File: config.mk
export PLATFORM = sky130hd
export DESIGN_NAME = mux_rr_sequencer_flat
export DESIGN_NICKNAME = d
export VERILOG_FILES = /design/src/rtl/mux_pkg.sv /design/src/rtl/mux_rr_sequencer_if.sv /design/src/rtl/mux_rr_sequencer_rr_pick.sv /design/src/rtl/mux_rr_sequencer.sv /design/src/flat_wrapper.sv
export SDC_FILE = /design/constraint.sdc
export NUM_CORES = 1
export LEC_CHECK = 0
export ABC_AREA = 1
export CAP_MARGIN = 20
export CELL_PAD_IN_SITES_DETAIL_PLACEMENT = 0
export CELL_PAD_IN_SITES_GLOBAL_PLACEMENT = 2
export CORE_UTILIZATION = 26
export CTS_BUF_LIST = sky130_fd_sc_hd__clkbuf_8
export CTS_CLUSTER_SIZE = 14
export DETAILED_ROUTE_END_ITERATION = 16
export PLACE_DENSITY = 0.79
export SETUP_SLACK_MARGIN = 0.1
export SLEW_MARGIN = 40
export SYNTH_ARGS = -nofsm -noshare
export SYNTH_HDL_FRONTEND = slang
export SYNTH_HIERARCHICAL = 1
export SYNTH_SLANG_ARGS = --single-unit
File: constraint.sdc
create_clock -name clk -period 5.9 [get_ports clk]
set_input_delay 0.59 -clock clk [delete_from_list [all_inputs] [get_ports clk]]
set_output_delay 0.59 -clock clk [all_outputs]
set_load 0.05 [all_outputs]
File: src/rtl/mux_pkg.sv
// Shared constants, FSM state type and index helper for the round-robin mux sequencer.
package mux_pkg;

   localparam int NUM_IN = 31;
   localparam int DATA_W = 8;
   localparam int SEL_W  = 5;

   typedef enum logic [1:0] {
      IDLE,
      CAPTURE,
      VALID
   } state_t;

   // Wraps at NUM_IN-1 so the select never reaches the mux default code.
   function automatic logic [SEL_W-1:0] next_idx(input logic [SEL_W-1:0] idx);
      return (idx == SEL_W'(NUM_IN - 1)) ? '0 : idx + SEL_W'(1);
   endfunction

endpackage

File: src/rtl/mux_rr_sequencer_if.sv
// Requester, mux and downstream signals of the sequencer bundled as one interface.
interface mux_rr_sequencer_if import mux_pkg::*; ();

   logic [NUM_IN-1:0] req;
   logic [NUM_IN-1:0] ack;
   logic [SEL_W-1:0]  sel;
   logic [DATA_W-1:0] mux_data;
   logic [DATA_W-1:0] dout;
   logic [SEL_W-1:0]  dout_src;
   logic              dout_valid;
   logic              dout_ready;

   modport master (
      input  req, mux_data, dout_ready,
      output ack, sel, dout, dout_src, dout_valid
   );

   modport slave (
      output req, mux_data, dout_ready,
      input  ack, sel, dout, dout_src, dout_valid
   );

endinterface

File: src/rtl/mux_rr_sequencer_rr_pick.sv
// Combinational round-robin picker: first set request at or above start, wrapping modulo NUM_IN.
module rr_pick import mux_pkg::*; (
   input  logic [NUM_IN-1:0] req,
   input  logic [SEL_W-1:0]  start,
   output logic [SEL_W-1:0]  winner,
   output logic              any
);

   localparam logic [SEL_W:0] NUM_IN_W = (SEL_W + 1)'(NUM_IN);

   logic [NUM_IN-1:0] rot;
   logic [NUM_IN-1:0] none_below;
   logic [NUM_IN-1:0] first;
   logic [SEL_W-1:0]  offset;
   logic [SEL_W:0]    sum;

   // Doubling the vector makes the rotate a plain shift with the wrap built in.
   assign rot = NUM_IN'({req, req} >> start);

   assign none_below[0] = 1'b1;

   genvar gi;
   generate
      for (gi = 1; gi < NUM_IN; gi++) begin : g_chain
         assign none_below[gi] = none_below[gi-1] & ~rot[gi-1];
      end
      for (gi = 0; gi < NUM_IN; gi++) begin : g_first
         assign first[gi] = rot[gi] & none_below[gi];
      end
   endgenerate

   always_comb begin
      offset = '0;
      for (int i = 0; i < NUM_IN; i++) begin
         if (first[i]) begin
            offset = offset | SEL_W'(i);
         end
      end
   end

   assign sum    = {1'b0, start} + {1'b0, offset};
   assign winner = (sum >= NUM_IN_W) ? SEL_W'(sum - NUM_IN_W) : sum[SEL_W-1:0];
   assign any    = |req;

endmodule

File: src/rtl/mux_rr_sequencer.sv
// Round-robin sequencer driving a 31:1 byte mux select and presenting the captured byte downstream.
module mux_rr_sequencer import mux_pkg::*; (
   input  logic               clk,
   input  logic               reset,
   mux_rr_sequencer_if.master bus
);

   state_t            state_reg;
   logic [SEL_W-1:0]  sel_reg;
   logic [SEL_W-1:0]  dout_src_reg;
   logic [SEL_W-1:0]  last_grant_reg;
   logic [DATA_W-1:0] dout_reg;
   logic              dout_valid_reg;
   logic [NUM_IN-1:0] ack_reg;

   logic [NUM_IN-1:0] pick_req_next;
   logic [SEL_W-1:0]  pick_start_next;
   logic [SEL_W-1:0]  winner;
   logic              any;

   // In VALID the source being retired has already been acked, so it sits out this round.
   always_comb begin
      pick_req_next   = bus.req;
      pick_start_next = next_idx(last_grant_reg);
      if (state_reg == VALID) begin
         pick_req_next   = bus.req & ~(NUM_IN'(1) << dout_src_reg);
         pick_start_next = next_idx(dout_src_reg);
      end
   end

   rr_pick u_pick (
      .req    (pick_req_next),
      .start  (pick_start_next),
      .winner (winner),
      .any    (any)
   );

   always_ff @(posedge clk) begin
      if (reset) begin
         state_reg      <= IDLE;
         sel_reg        <= '0;
         dout_src_reg   <= '0;
         last_grant_reg <= SEL_W'(NUM_IN - 1);
         dout_reg       <= '0;
         dout_valid_reg <= 1'b0;
         ack_reg        <= '0;
      end else begin
         case (state_reg)
            IDLE: begin
               if (any) begin
                  sel_reg   <= winner;
                  ack_reg   <= NUM_IN'(1) << winner;
                  state_reg <= CAPTURE;
               end
            end
            CAPTURE: begin
               dout_reg       <= bus.mux_data;
               dout_src_reg   <= sel_reg;
               dout_valid_reg <= 1'b1;
               ack_reg        <= '0;
               state_reg      <= VALID;
            end
            VALID: begin
               if (bus.dout_ready) begin
                  last_grant_reg <= dout_src_reg;
                  dout_valid_reg <= 1'b0;
                  if (any) begin
                     sel_reg   <= winner;
                     ack_reg   <= NUM_IN'(1) << winner;
                     state_reg <= CAPTURE;
                  end else begin
                     state_reg <= IDLE;
                  end
               end
            end
            default: begin
               state_reg <= IDLE;
            end
         endcase
      end
   end

   assign bus.sel        = sel_reg;
   assign bus.ack        = ack_reg;
   assign bus.dout       = dout_reg;
   assign bus.dout_src   = dout_src_reg;
   assign bus.dout_valid = dout_valid_reg;

endmodule

File: src/flat_wrapper.sv
// flat-port wrapper written by rule: the top's interface ports become plain ports
module mux_rr_sequencer_flat import mux_pkg::*;
  (clk, reset, bus_req, bus_mux_data, bus_dout_ready, bus_ack, bus_sel, bus_dout, bus_dout_src, bus_dout_valid);
  mux_rr_sequencer_if bus_i ();
  input  logic clk;
  input  logic reset;
  input wire logic [$bits(bus_i.req)-1:0] bus_req;
  input wire logic [$bits(bus_i.mux_data)-1:0] bus_mux_data;
  input wire logic [$bits(bus_i.dout_ready)-1:0] bus_dout_ready;
  output wire logic [$bits(bus_i.ack)-1:0] bus_ack;
  output wire logic [$bits(bus_i.sel)-1:0] bus_sel;
  output wire logic [$bits(bus_i.dout)-1:0] bus_dout;
  output wire logic [$bits(bus_i.dout_src)-1:0] bus_dout_src;
  output wire logic [$bits(bus_i.dout_valid)-1:0] bus_dout_valid;
  assign bus_i.req = bus_req;
  assign bus_i.mux_data = bus_mux_data;
  assign bus_i.dout_ready = bus_dout_ready;
  assign bus_ack = bus_i.ack;
  assign bus_sel = bus_i.sel;
  assign bus_dout = bus_i.dout;
  assign bus_dout_src = bus_i.dout_src;
  assign bus_dout_valid = bus_i.dout_valid;
  mux_rr_sequencer u_core (.clk(clk), .reset(reset), .bus(bus_i));
endmodule
=== After elaboration in Yosys (flattened, before gate mapping) ===
Cells that the tools add are included.

* Input bits: 42
* Register bits: 57
* Output and inout port bits: 50
* Word-level logic and storage cells: 208

* Reduce and logical (&&, ||, !) cells: 13
* Muxes and demuxes: 83
* $lt $le $gt $ge: 1
* Equal/unequal tests: 6
* Shift operators: 3
* Add/sub/neg operators: 4
* Bitwise gates (word level): 91

{| class="wikitable"
|+ Operator list
! operator !! count
|-
| $mux 31 || 11
|-
| $mux 5 || 36
|-
| $pmux 31 s3 || 1
|-
| $shl 1x5->31 const A || 2
|-
| $shr 62x5->31 || 1
|-
| $and 1x1->1 || 59
|-
| $mux 4 || 8
|-
| $and 31x31->31 || 1
|-
| $not 31->31 || 1
|-
| $reduce_or 31->1 || 1
|-
| $not 1->1 || 30
|-
| $mux 2 || 12
|-
| $mux 8 || 2
|-
| $mux 3 || 4
|-
| $add 5x1->5 const B || 2
|-
| $eq 5x5->1 const B || 2
|-
| $pmux 5 s2 || 1
|-
| $reduce_and 2->1 || 5
|-
| $add 5x5->6 || 1
|-
| $ge 6x5->1 const B || 1
|-
| $mux 1 || 6
|-
| $pmux 2 s3 || 1
|-
| $reduce_bool 2->1 || 3
|-
| $reduce_bool 3->1 || 2
|-
| 8 further kinds || 8
|}

=== Longest topological paths before layout ===
* Word-level depth: 50
* Gate-level depth with buffers: 44
* Gate-level depth less buffers: 42

=== Modules after synthesis ===
Netlist, hierarchy kept.

{| class="wikitable"
|+ By module, submodules not included
! module !! sequential area each (sq um) !! times used !! area each (sq um) !! cells an instance
|-
| mux_rr_sequencer || 1141.1 || 1 || 2944.1 || 407
|-
| rr_pick || 0.0 || 1 || 2646.3 || 533
|}

=== Worst setup path before layout ===
OpenSTA, ideal clock, no wires.

* Path type: reg2reg
* Start point: reg u_core.dout_src_reg[0], in the netlist u_core/bus.dout_src[0]
* End point: reg u_core.ack_reg[16], in the netlist u_core/bus.ack[16]
* Cell stages (with the launch flop): 41
* Period minus slack after synthesis: 5.907 ns
* Slack: -0.007 ns
* Library setup time: 0.064 ns
* Arrival time: 5.843 ns
* Data required time: 5.836 ns
* Path buffers: 2
* Path through: dfxtp_1 inv_1 ha_1 inv_1 nor2_1 nand2_1 nand2_1 inv_1 nand2_1 o21ai_0 buf_2 nand3_1 nand3_1 nand3_1 nand3_1 nand2_1 nor2_2 nand3_2 [5 not listed] nand3_2 nor2_2 nand2_1 nand3_1 ha_1 a21oi_1 nand2_1 xor2_1 nand4_1 o21ai_0 nand3_1 xnor2_1 buf_2 inv_1 nand4_1 nor2_1 nor2_1 nor2_1

* Elaborated cells on any way between the ends: 145
* Classes of those cells: add/sub (3); order compare (1); eq/ne (1); shift (3); mux (45); bitwise (91); reduce/logical (1)

{| class="wikitable"
|+ RTL lines
! item !! RTL line !! RTL
|-
| start: declaration || mux_rr_sequencer.sv:10 || <nowiki>logic [SEL_W-1:0] dout_src_reg;</nowiki>
|-
| start signal: assignment || mux_rr_sequencer.sv:58 || <nowiki>dout_src_reg <= sel_reg;</nowiki>
|-
| $add 5x1->5 / $eq 5x5->1 (equally long branches) || mux_pkg.sv:16 || <nowiki>return (idx == SEL_W'(NUM_IN - 1)) ? '0 : idx + SEL_W'(1);</nowiki>
|-
| $mux 5 * || mux_pkg.sv:16 ||
|-
| $mux 5 * || n/a ||
|-
| via u_core.pick_start_next[1] || mux_rr_sequencer.sv:17 || <nowiki>logic [SEL_W-1:0] pick_start_next;</nowiki>
|-
| $shr 62x5->31 || mux_rr_sequencer_rr_pick.sv:18 || <nowiki>assign rot = NUM_IN'({req, req} >> start);</nowiki>
|-
| $not 1->1 || mux_rr_sequencer_rr_pick.sv:25 || <nowiki>assign none_below[gi] = none_below[gi-1] & ~rot[gi-1];</nowiki>
|-
| $and 1x1->1, on equally long branches || mux_rr_sequencer_rr_pick.sv:28, mux_rr_sequencer_rr_pick.sv:25 ||
|-
| $mux 1 (tied with other cells) || mux_rr_sequencer_rr_pick.sv:35 || <nowiki>if (first[i]) begin</nowiki>
|-
| [32 not listed] || n/a ||
|-
| via u_core.winner[3] || mux_rr_sequencer.sv:18 || <nowiki>logic [SEL_W-1:0] winner;</nowiki>
|-
| [2 not listed] || n/a ||
|-
| $mux 31 || mux_rr_sequencer.sv:64 || <nowiki>if (bus.dout_ready) begin</nowiki>
|-
| $mux 31 || mux_rr_sequencer.sv:48 || <nowiki>case (state_reg)</nowiki>
|-
| $mux 31 || mux_rr_sequencer.sv:39 || <nowiki>if (reset) begin</nowiki>
|-
| $mux 31 || mux_rr_sequencer.sv:64 ||
|-
| $mux 31 || mux_rr_sequencer.sv:48 ||
|-
| $mux 31 || mux_rr_sequencer.sv:39 ||
|-
| $pmux 31 s3 * || mux_rr_sequencer.sv:48 ||
|-
| $mux 31 * || mux_rr_sequencer.sv:39 ||
|-
| end signal: assignment || mux_rr_sequencer.sv:52 || <nowiki>ack_reg <= NUM_IN'(1) << winner;</nowiki>
|-
| end signal: assignment || mux_rr_sequencer.sv:69 || <nowiki>ack_reg <= NUM_IN'(1) << winner;</nowiki>
|-
| end: declaration || mux_rr_sequencer.sv:14 || <nowiki>logic [NUM_IN-1:0] ack_reg;</nowiki>
|}

The timed path passes the listed nets; every way through them passes the cells marked *. The select of a mux whose other input is x is not followed.
A chain may end at the register's enable or synchronous reset.

=== Worst setup path in the final report ===
* Start point: reg u_core.last_grant_reg[0]
* End point: reg u_core.ack_reg[12], in the netlist u_core/bus.ack[12]

* Cells in the longest elaborated chain, start to end: 49
* Elaborated cells on any way between the ends: 140
* Classes of those cells: add/sub (3); order compare (1); eq/ne (1); shift (2); mux (44); bitwise (89)

{| class="wikitable"
|+ RTL lines
! item !! RTL line !! RTL
|-
| start: declaration || mux_rr_sequencer.sv:11 || <nowiki>logic [SEL_W-1:0] last_grant_reg;</nowiki>
|-
| start signal: assignment || mux_rr_sequencer.sv:43 || <nowiki>last_grant_reg <= SEL_W'(NUM_IN - 1);</nowiki>
|-
| start signal: assignment || mux_rr_sequencer.sv:65 || <nowiki>last_grant_reg <= dout_src_reg;</nowiki>
|-
| $add 5x1->5 / $eq 5x5->1 (equally long branches) || mux_pkg.sv:16 ||
|-
| $mux 5 * || mux_pkg.sv:16 ||
|-
| $mux 5 * || n/a ||
|-
| via u_core.pick_start_next[1] || mux_rr_sequencer.sv:17 ||
|-
| $shr 62x5->31 || mux_rr_sequencer_rr_pick.sv:18 ||
|-
| $not 1->1 || mux_rr_sequencer_rr_pick.sv:25 ||
|-
| $and 1x1->1, on equally long branches || mux_rr_sequencer_rr_pick.sv:28, mux_rr_sequencer_rr_pick.sv:25 ||
|-
| $mux 1 (tied with other cells) || mux_rr_sequencer_rr_pick.sv:35 ||
|-
| [32 not listed] || n/a ||
|-
| via u_core.winner[1] || mux_rr_sequencer.sv:18 ||
|-
| [2 not listed] || n/a ||
|-
| $mux 31 || mux_rr_sequencer.sv:64 ||
|-
| $mux 31 || mux_rr_sequencer.sv:48 ||
|-
| $mux 31 || mux_rr_sequencer.sv:39 ||
|-
| $mux 31 || mux_rr_sequencer.sv:64 ||
|-
| $mux 31 || mux_rr_sequencer.sv:48 ||
|-
| $mux 31 || mux_rr_sequencer.sv:39 ||
|-
| $pmux 31 s3 * || mux_rr_sequencer.sv:48 ||
|-
| $mux 31 * || mux_rr_sequencer.sv:39 ||
|}

Marked as above.

==> parameters.txt <==
Parameter                              Value

Pwr
  Peak supply drop ... between 0.2 and 0.25 mV
  Post-layout total power ... between 3 and 4 mW
  Power density over the cells ... 353 nW/µm²
  Leakage power summed over all cells ... between 3 and 4 nW

Worst hold path
  Worst hold path depth ... 2
  End point of the worst hold path ... u_core/bus.dout_valid
  Hold Startpoint ... u_core/bus.dout_valid
  Worst hold-check path type ... flop to flop

Drt
  Count of TritonRoute iterations in the first routing pass ... 5
  Antenna Nets Post-Route ... 0
  DRT iter0 DRCs ... between 300 and 400
  Total routed wirelength ... 24300 µm
  Detailed-route via count ... between 7000 and 8000
  Post-route DRC violation count ... 0
  Number of vias per cell ... 5.29
  Mean routed wirelength per cell ... roughly 18 µm

Timing
  Worst relative slew slack ... 0.440
  Number of slew-limit violations in the final report ... 0
  Highest Clock Rate ... 179 MHz
  Worst setup skew after layout ... 0.0150 ns
  Transition at the pin with the smallest max-transition slack ... between 0.8 and 0.9 ns
  Total setup violations reported at the end of the flow ... 0
  Hold violation total from the final report ... 0
  Final setup margin ... 0.319 ns
  Setup repair after global routing missed its margin ... true
  Final worst path period need ... around 5.6 ns
  WHS ... 0.465 ns
  Final period utilization ... 0.946

Clocking
  Clock transition at the registers of the reported paths ... about 0.07 ns
  Number of buffers inserted during clock tree synthesis ... 9
  CTS root buffer ... sky130_fd_sc_hd__clkbuf_8
  Clock sink count ... 57
  Number of buffers inserted by hold repair at cts ... 0
  CTS HTree Levels ... 3
  CTS tree ... yes
  Max Buffers Root-to-Sink ... 2
  Skew-Pair Late Insertion Delay ... approximately 0.34 ns

Cells and area
  Area growth from synthesis to final layout ... 58.0%
  Max reg flops ... 31
  Number of nets in the layout ... about 1100
  Layout Cell Area excl Fill ... just under 9000 µm²
  Proportion of layout cells with a drive suffix above 1 ... 0.323
  Number of non-filler instances in the completed layout ... ~1300
  Antenna diode count ... 0

Critical path
  Endpoint kind of the worst setup timing path ... flop
  Required arrival time at the worst endpoint ... about 6.1 ns
  Worst reg2reg startpoint ... u_core/last_grant_reg[0]
  Setup crit start kind ... flop
  Slowest cell on crit path ... sky130_fd_sc_hd__fa_1
  Cell family with most CP delay ... simple AND/OR/NAND/NOR gates
  Critical path data arrival time ... just under 6 ns
  Worst setup path class ... flop to flop
  Delay of the slowest critical-path stage ... 0.44 ns
  Capturing point of the worst reg2reg path ... u_core/bus.ack[12]
  Critical path peak fanout ... 8
  Count of buffer and inverter cells on the critical path ... 8
  Register-to-register setup slack ... roughly 0.32 ns
  FF-to-FF path depth ... 38

Global routing
  Global routing usage on met3 ... 0.0310
  Sum of overflow across all layers after global routing ... 0
  Number of global-route vias before repair ... approximately 6300
  Met2 track demand over resource ... 0.323
  GRT Resource Usage Total ... 0.201
  First-pass GRT wire length ... about 35000 µm
  Global routing's busiest layer ... met2
  Antenna violations before repair ... 0
  Largest net degree at the start of global routing ... 36
  Met1 track demand over resource ... 0.277

Yosys
  Library cells used by synthesis ... 41
  Post-synthesis sequential area ratio ... 0.204
  Mean post-synth cell area ... a little under 6 µm²
  Synth Warn # ... 6
  Mapped Area ... 5590 µm²
  Cell count after synthesis ... 940
  Number of nets produced by synthesis ... 997
  Number of synthesized register bits ... 57

Outcome
  Result of the run ... completed

Floorplanning
  Height of the die ... between 100 and 150 µm
  I/O pin cnt ... a little over 90
  Effective utilization at floorplan ... 0.266
  Std-Cell Core Area ... around 21000 µm²
  Chip Width ... ~150 µm
  Site row count ... 53
  Die footprint ... 22100 µm²

Placed design
  Estimated wirelength of the detail-placed design ... 16900 µm
  Routability cong. ... approximately 0.9
  Placed inst area ... approximately 7000 µm²
  Number of buffer cells added on primary ports ... 91
  Worst Setup Slack post-DPL ... -0.0156 ns
  Placed cell count ... between 1000 and 1500

Run
  Number of max-capacitance violations reported ... 0
tightest hold or removal path: stages (launching register included):
cell                      delay (ns)
sky130_fd_sc_hd__dfxtp_1        0.31
sky130_fd_sc_hd__nand2_1        0.06
sky130_fd_sc_hd__a21oi_1        0.05
area by class of cell:
| class | count | area (µm²) |
|---|---|---|
| fillers | 2207 | 12200 |
| multi-input cells | 777 | 5180 |
| repair buffers | 167 | 1750 |
| flip-flops and latches | 57 | 1150 |
| well taps | 275 | 344 |
| inverters | 54 | 220 |
| clock buffers | 13 | 179 |
| clock inverters | 3 | 15.0 |
cell usage in the layout, fill, tap and decap left out, types with 5 or more instances in the layout:
master and instances:
sky130_fd_sc_hd__buf_12 10, sky130_fd_sc_hd__a21boi_2 17, sky130_fd_sc_hd__nand3_2 112, sky130_fd_sc_hd__nand2_2 33, sky130_fd_sc_hd__nor4_1 7, sky130_fd_sc_hd__xor2_1 5, sky130_fd_sc_hd__nand4_1 23, sky130_fd_sc_hd__nor3_2 5
sky130_fd_sc_hd__a31oi_1 7, sky130_fd_sc_hd__clkbuf_16 6, sky130_fd_sc_hd__nand3_4 20, sky130_fd_sc_hd__nand2_1 146, sky130_fd_sc_hd__o21ai_2 9, sky130_fd_sc_hd__ha_1 10, sky130_fd_sc_hd__nand3_1 90, sky130_fd_sc_hd__dfxtp_1 53
sky130_fd_sc_hd__nor3_1 8, sky130_fd_sc_hd__o21a_1 5, sky130_fd_sc_hd__buf_6 8, sky130_fd_sc_hd__a21boi_1 41, sky130_fd_sc_hd__buf_4 50, sky130_fd_sc_hd__inv_1 40, sky130_fd_sc_hd__nor2_1 145, sky130_fd_sc_hd__o21ai_0 20
sky130_fd_sc_hd__a21oi_1 14, sky130_fd_sc_hd__nor2_2 8, sky130_fd_sc_hd__inv_2 11, sky130_fd_sc_hd__nor2_4 10, sky130_fd_sc_hd__clkdlybuf4s50_1 91, sky130_fd_sc_hd__clkbuf_8 13
logic make-up after synthesis:
kind of cell	count (synthesis)	share of synthesized area
XOR/XNOR	10	0.0157
AO/OA/AOI/OAI	134	0.156
multiplexers	2	0.00358
adder cells (fa/ha/maj)	15	0.0349
flip-flops	57	0.204
AND/OR/NAND/NOR	615	0.504
buffers and inverters	107	0.0819
stage by stage:
stage,TNS (ns),util
after CTS,0,0.344
after global placement,0,0.334
after global routing,-0.421,0.420
final,0,0.420
after detailed placement,-0.0533,0.334
after floorplan,0,-
power by group:
group	leakage (nW)	internal (mW)	switching, mW	total, mW
Clock	0.104	0.195	0.159	0.354
Combinational	3.07	0.836	1.47	2.31
Sequential	0.466	0.429	0.0300	0.459
worst max-delay path by stage:
stage | depth (start not counted) | end | slack [ns] | start
after floorplan | 39 | u_core/bus.ack[16] | 0.14 | u_core/bus.dout_src[3]
after global placement | 32 | u_core/bus.ack[27] | 0.05 | bus_req[0]
after detailed placement | 40 | u_core/bus.ack[27] | -0.02 | u_core/bus.dout_src[1]
after CTS | 39 | u_core/bus.ack[14] | 0.10 | u_core/bus.dout_src[1]
after global routing | 35 | u_core/bus.ack[4] | -0.07 | u_core/bus.dout_src[1]
final | 38 | u_core/bus.ack[12] | 0.32 | u_core/last_grant_reg[0]
synthesized netlist by cell type, drive strengths merged:
master  count  share of area
a211o       1         0.0016
a211oi      1         0.0013
a21boi     61          0.082
a21oi      16          0.014
a311oi      1         0.0016
a31oi       9          0.010
buf        34          0.033
clkbuf     19          0.013
clkinv      2         0.0013
dfxtp      57           0.20
fa          1         0.0036
ha         14          0.031
inv        52          0.035
mux2i       2         0.0036
nand2     181           0.12
nand3     221           0.21
nand3b      3         0.0040
nand4      25          0.032
nor2      163           0.12
nor3       14          0.013
nor4        7         0.0078
o211ai      3         0.0040
o21a        5         0.0067
o21ai      34          0.030
o22ai       2         0.0022
o311ai      1         0.0016
or2         1         0.0011
xnor2       3         0.0047
xor2        7          0.011
per-layer routing:
metal,vias up,part of all wire
met5,-,0
met4,0,0.022
met3,38,0.050
met2,211,0.47
met1,3406,0.46
li1,3469,-
what timing repair did:
action / 4_1_cts / 5_1_grt
cloned: 0 / 9
endpoints found under the setup margin: 31 / 36
pin swaps: 0 / 47
gates resized for setup: 5 / 286
buffers inserted: 0 / 26
Note: power is estimated with default switching activity, not from simulation.
